--- src/rtl/uart_pkg.sv ---
// Shared types and defaults for the UART receiver.
// Optional even-parity support is enabled by defining UART_RX_PARITY_EN.
package uart_pkg;

  localparam int CLKS_PER_BIT_DEFAULT = 5208;

  typedef enum logic [2:0] {
    ST_IDLE   = 3'd0,
    ST_START  = 3'd1,
    ST_DATA   = 3'd2,
    ST_STOP   = 3'd3
`ifdef UART_RX_PARITY_EN
    ,
    ST_PARITY = 3'd4
`endif
  } rx_state_e;

endpackage

--- src/rtl/uart_rx_sync.sv ---
// Two-flop synchronizer for the serial line plus a falling-edge detect
// on the synchronized value; all flops preset to the idle (high) level.
module uart_rx_sync (
  input  logic clk,
  input  logic rst,
  input  logic rx,
  output logic rx_s,
  output logic rx_fall
);

  logic s1, s2, s3;

  always_ff @(posedge clk) begin
    if (rst) begin
      s1 <= 1'b1;
      s2 <= 1'b1;
      s3 <= 1'b1;
    end else begin
      s1 <= rx;
      s2 <= s1;
      s3 <= s2;
    end
  end

  // s3 only remembers the previous synchronized level for edge detection
  assign rx_s    = s2;
  assign rx_fall = s3 & ~s2;

endmodule

--- src/rtl/uart_rx.sv ---
// UART receiver, 8N1 (8E1 when UART_RX_PARITY_EN is defined), sampling at mid-bit.
// The FSM state is exposed on dbg_state.
module uart_rx
  import uart_pkg::*;
#(
  parameter int CLKS_PER_BIT = CLKS_PER_BIT_DEFAULT
) (
  input  logic       clk,
  input  logic       rst,
  input  logic       RX,
  input  logic       clr_rdy,
  output logic [7:0] rx_data,
  output logic       rdy,
  output logic       frm_err,
  output logic       parity_err,
  output rx_state_e  dbg_state
);

  // Handshake: rdy is the valid flag for rx_data; clr_rdy is the consumer's
  // acknowledge and clears rdy on the following cycle. A new start edge also
  // clears rdy, and a byte landing in the same cycle as clr_rdy keeps rdy high.

  localparam int CW = $clog2(CLKS_PER_BIT);
  localparam logic [CW-1:0] BIT_LAST  = CW'(CLKS_PER_BIT - 1);
  localparam logic [CW-1:0] HALF_LAST = CW'(CLKS_PER_BIT / 2 - 1);

  logic          rx_s;
  logic          rx_fall;
  rx_state_e     state;
  logic [CW-1:0] baud_cnt;
  logic [3:0]    bit_cnt;
  logic [7:0]    shift;
  logic          load_ok;

  uart_rx_sync u_sync (
    .clk     (clk),
    .rst     (rst),
    .rx      (RX),
    .rx_s    (rx_s),
    .rx_fall (rx_fall)
  );

`ifdef UART_RX_PARITY_EN
  logic par_bad;
  logic par_err_q;
  assign load_ok    = ~par_bad;
  assign parity_err = par_err_q;
`else
  assign load_ok    = 1'b1;
  assign parity_err = 1'b0;
`endif

  always_ff @(posedge clk) begin
    if (rst) begin
      state    <= ST_IDLE;
      baud_cnt <= '0;
      bit_cnt  <= '0;
      shift    <= '0;
      rx_data  <= '0;
      rdy      <= 1'b0;
      frm_err  <= 1'b0;
`ifdef UART_RX_PARITY_EN
      par_bad   <= 1'b0;
      par_err_q <= 1'b0;
`endif
    end else begin
      frm_err <= 1'b0;
`ifdef UART_RX_PARITY_EN
      par_err_q <= 1'b0;
`endif
      if (clr_rdy) rdy <= 1'b0;

      case (state)
        ST_IDLE: begin
          baud_cnt <= '0;
          bit_cnt  <= '0;
`ifdef UART_RX_PARITY_EN
          par_bad  <= 1'b0;
`endif
          if (rx_fall) begin
            state <= ST_START;
            rdy   <= 1'b0;
          end
        end

        ST_START: begin
          if (baud_cnt == HALF_LAST) begin
            baud_cnt <= '0;
            state    <= rx_s ? ST_IDLE : ST_DATA;
          end else begin
            baud_cnt <= baud_cnt + CW'(1);
          end
        end

        ST_DATA: begin
          if (baud_cnt == BIT_LAST) begin
            baud_cnt <= '0;
            shift    <= {rx_s, shift[7:1]};
            bit_cnt  <= bit_cnt + 4'd1;
            if (bit_cnt == 4'd7) begin
`ifdef UART_RX_PARITY_EN
              state <= ST_PARITY;
`else
              state <= ST_STOP;
`endif
            end
          end else begin
            baud_cnt <= baud_cnt + CW'(1);
          end
        end

`ifdef UART_RX_PARITY_EN
        ST_PARITY: begin
          if (baud_cnt == BIT_LAST) begin
            baud_cnt  <= '0;
            par_bad   <= (rx_s != ^shift);
            par_err_q <= (rx_s != ^shift);
            state     <= ST_STOP;
          end else begin
            baud_cnt <= baud_cnt + CW'(1);
          end
        end
`endif

        ST_STOP: begin
          if (baud_cnt == BIT_LAST) begin
            baud_cnt <= '0;
            state    <= ST_IDLE;
            if (!rx_s) begin
              frm_err <= 1'b1;
            end else if (load_ok) begin
              rx_data <= shift;
              rdy     <= 1'b1;
            end
          end else begin
            baud_cnt <= baud_cnt + CW'(1);
          end
        end

        default: state <= ST_IDLE;
      endcase
    end
  end

  assign dbg_state = state;

endmodule
--- config.mk ---
export PLATFORM = sky130hd
export DESIGN_NAME = uart_rx
export DESIGN_NICKNAME = d
export VERILOG_FILES = /design/src/rtl/uart_pkg.sv /design/src/rtl/uart_rx_sync.sv /design/src/rtl/uart_rx.sv
export SDC_FILE = /design/constraint.sdc
export NUM_CORES = 1
export LEC_CHECK = 0
export BUFFER_PORTS_ARGS = -buffer_cell sky130_fd_sc_hd__buf_2
export CORE_UTILIZATION = 57
export DETAILED_ROUTE_END_ITERATION = 12
export GPL_TIMING_DRIVEN = 0
export PLACE_DENSITY = 0.88
export RECOVER_POWER = 100
export SYNTH_ARGS = -nofsm -noshare
export SYNTH_HDL_FRONTEND = slang
export SYNTH_HIERARCHICAL = 1
export SYNTH_SLANG_ARGS = --single-unit
--- constraint.sdc ---
create_clock -name clk -period 3.3 [get_ports clk]
set_clock_uncertainty 0.1 [all_clocks]
set_input_delay 0.33 -clock clk [delete_from_list [all_inputs] [get_ports clk]]
set_output_delay 0.33 -clock clk [all_outputs]
set_load 0.01 [all_outputs]
==> metrics.cfg <==
[outcome]
status=finished clean

[place]
place_hpwl_mm=2.500
port_buffers=15
globalplace.congestion=0.8456
placed_cells=269

[sta]
hold_ws_ns=0.04526
worstMarginPinSlew_ns=0.9658
slew_headroom=0.3537
finalSetupViolCount=0
maxSlewViolCount=0
fin_setup_tns_ns=0
rsz0062_at_grt=no
max_freq_mhz=391.3
min_period_ns=2.555
period_share=0.7743
hold_violations=0

[floorplanning]
die_area_sq_mm=0.003533
coreArea_sq_mm=0.003103
num_rows=20
pin_count=18
die_h_um=59.44
chipWidth_um=59.44
start_util=0.6060

[setup_path]
worstRegToRegCells=6
crit_path_end_kind=register
r2r-end=bit_cnt[2]
cp_max_fo=10
reg2reg_slack_ns=0.74
worstPathRequired_ns=3.48
crit_type=reg2reg
cp.arrival_ns=2.73
cp-start-kind=register
r2r_start=baud_cnt[0]

[routing]
route.met3.wl_um=152
met2_length_mm=1.577
wl_met1_mm=1.787
ant_nets=0
num_vias=1535
drt-pass1-iter-count=4
drc_errors=0
postRouteWirelength_mm=3.572
routed.top_layer=met4
drt_iter0_drc=59
wl_per_cell_um=12.90
routed_via_density=5.542

[yosys]
yosys-top-cells-area=dfxtp_1 43%, mux2i_1 8.5%, nor2_1 5.8%
yosys.area.top_type=dfxtp_1
synthFlopType=dfxtp_1
synth_top_area_frac=0.4258
ys_types=51
yosysWarnings=6
synth-seq-cells=40
synth-async-reset-ratio=0
seq_area_frac_synth=0.4258
syn_avg_cell_area_sq_um=8.998
yosysMostFrequentCell=dfxtp_1
synth_edf_count=0
netlist_top_cells_count=40 x dfxtp_1, 29 x nor2_1, 16 x mux2i_1
syn_inst=209
synthesis.area_sq_mm=0.001881

[cts]
cts_buffer_depth=2
h-tree-depth=2
holdBufCountCts=0
root_buffer=clkbuf_4
cts-resized-gates=0
cts_buffers=5
insertion_delay_ns=0.36
cts_setup_buffers=0
cts_tree=built
cts.clk_slew.worst_paths_ns=0.12
clock_sinks=40

[worst_hold_path]
min-delay-path-class=in2reg
min_from=RX
min_path_cells=2
worstHoldEndpoint=u_sync/s1

[power_and_ir_drop]
p_leak_nw=0.7874
ir_drop_uv=272.7
powerDensity_mw_per_mm2=413.7

[cells_and_area]
finish.utilization=0.6577
fin_nets=243
antenna_cells=0
synthToLayoutAreaGrowth_pct=8.516
layout-drive-gt1-share=0.09013
final_cells=277

[run]
maxCapViolCount=0

[grt]
grt_pass1_vias=1292
grt.overflow.total=0
antenna_found_initial=0
grt_max_degree=14
grt_pass1_wl_mm=5.671
grt_usage=0.2196

final cells by class:
class | instances | area (sq um)
sequential | 40 | 800.8
timing repair buffer | 15 | 58.81
fill | 285 | 1062
buffer | 9 | 42.54
clock buffer | 6 | 51.30
tap | 44 | 55.05
multi-input combinational | 153 | 987.2
clock inverter | 2 | 15.01
inverter | 8 | 30.03
cells in the final DEF, fill, tap and decap left out, types with 3 or more instances in the layout:
master    Yosys  final
nor2b_1       3      3
nand2_1      15     15
nor2_1       29     30
nand2b_1      4      4
a41oi_1       3      3
clkbuf_1      3     19
and3_1        4      4
a21oi_1      10     11
o21ai_0       6      6
a31oi_1       8      8
ha_1          7      7
mux2i_1      16     16
dfxtp_1      40     40
nand3_1       7      7
buf_2         3      3
or2_1         3      3
clkbuf_4      0      5
inv_1         8      8
how the worst max path moves through the flow:
stage | endpoint | from | cells after the start
2_1_floorplan | dbg_state[0] | dbg_state[0] | 6
3_3_place_gp | dbg_state[0] | baud_cnt[0] | 6
3_5_place_dp | dbg_state[0] | dbg_state[0] | 6
4_1_cts | dbg_state[0] | dbg_state[0] | 6
5_1_grt | bit_cnt[2] | baud_cnt[0] | 6
6_report | bit_cnt[2] | baud_cnt[0] | 6
power breakdown:
| part | switching [mW] | internal, mW |
|---|---|---|
| Clock | 0.168 | 0.103 |
| Sequential | 0.00451 | 0.488 |
| Combinational | 0.0514 | 0.0294 |
| Total | 0.224 | 0.620 |
critical path: stages (launching register included):
cell      delay (ns)
dfxtp_1         0.39
ha_1            0.23
and4b_1         0.25
nand4_1         0.26
nor2_1          0.82
a21oi_1         0.16
a311oi_1        0.27
through the flow:
| step | power (mW) | cell area, sq um | worst slack [ns] |
|---|---|---|---|
| floorplan | 0.5648 | 1884 | 1.158 |
| global placement | 0.5850 | 2014 | 1.112 |
| detailed placement | 0.5862 | 2014 | 1.100 |
| CTS | 0.8503 | 2081 | 1.054 |
| global route | 0.8736 | 2041 | 0.5063 |
| finish | 0.8443 | 2041 | 0.7447 |
per-layer routing:
layer | global-route usage | up-vias
li1 | - | 790
met1 | 0.2820 | 714
met2 | 0.3226 | 25
met3 | 0.08079 | 6
met4 | 0.1088 | 0
met5 | 0 | -
cells by family after synthesis:
family	count (synthesis)	share of synthesized area
simple gates	88	0.2535
flops	40	0.4258
compound gates	39	0.1404
buf+inv	17	0.04191
mux	16	0.08516
fa+ha+maj	7	0.04657
other cells	1	0.001994
xor+xnor	1	0.004658
flip-flops by register name, summed over array words and instances (netlist names):
name and count:
baud_cnt 13, rx_data 8, shift 8, bit_cnt 4, dbg_state 2, frm_err 1, rdy 1, u_sync/rx_s 1
u_sync/s1 1, u_sync/s3 1
(Power assumes the default switching activity.)
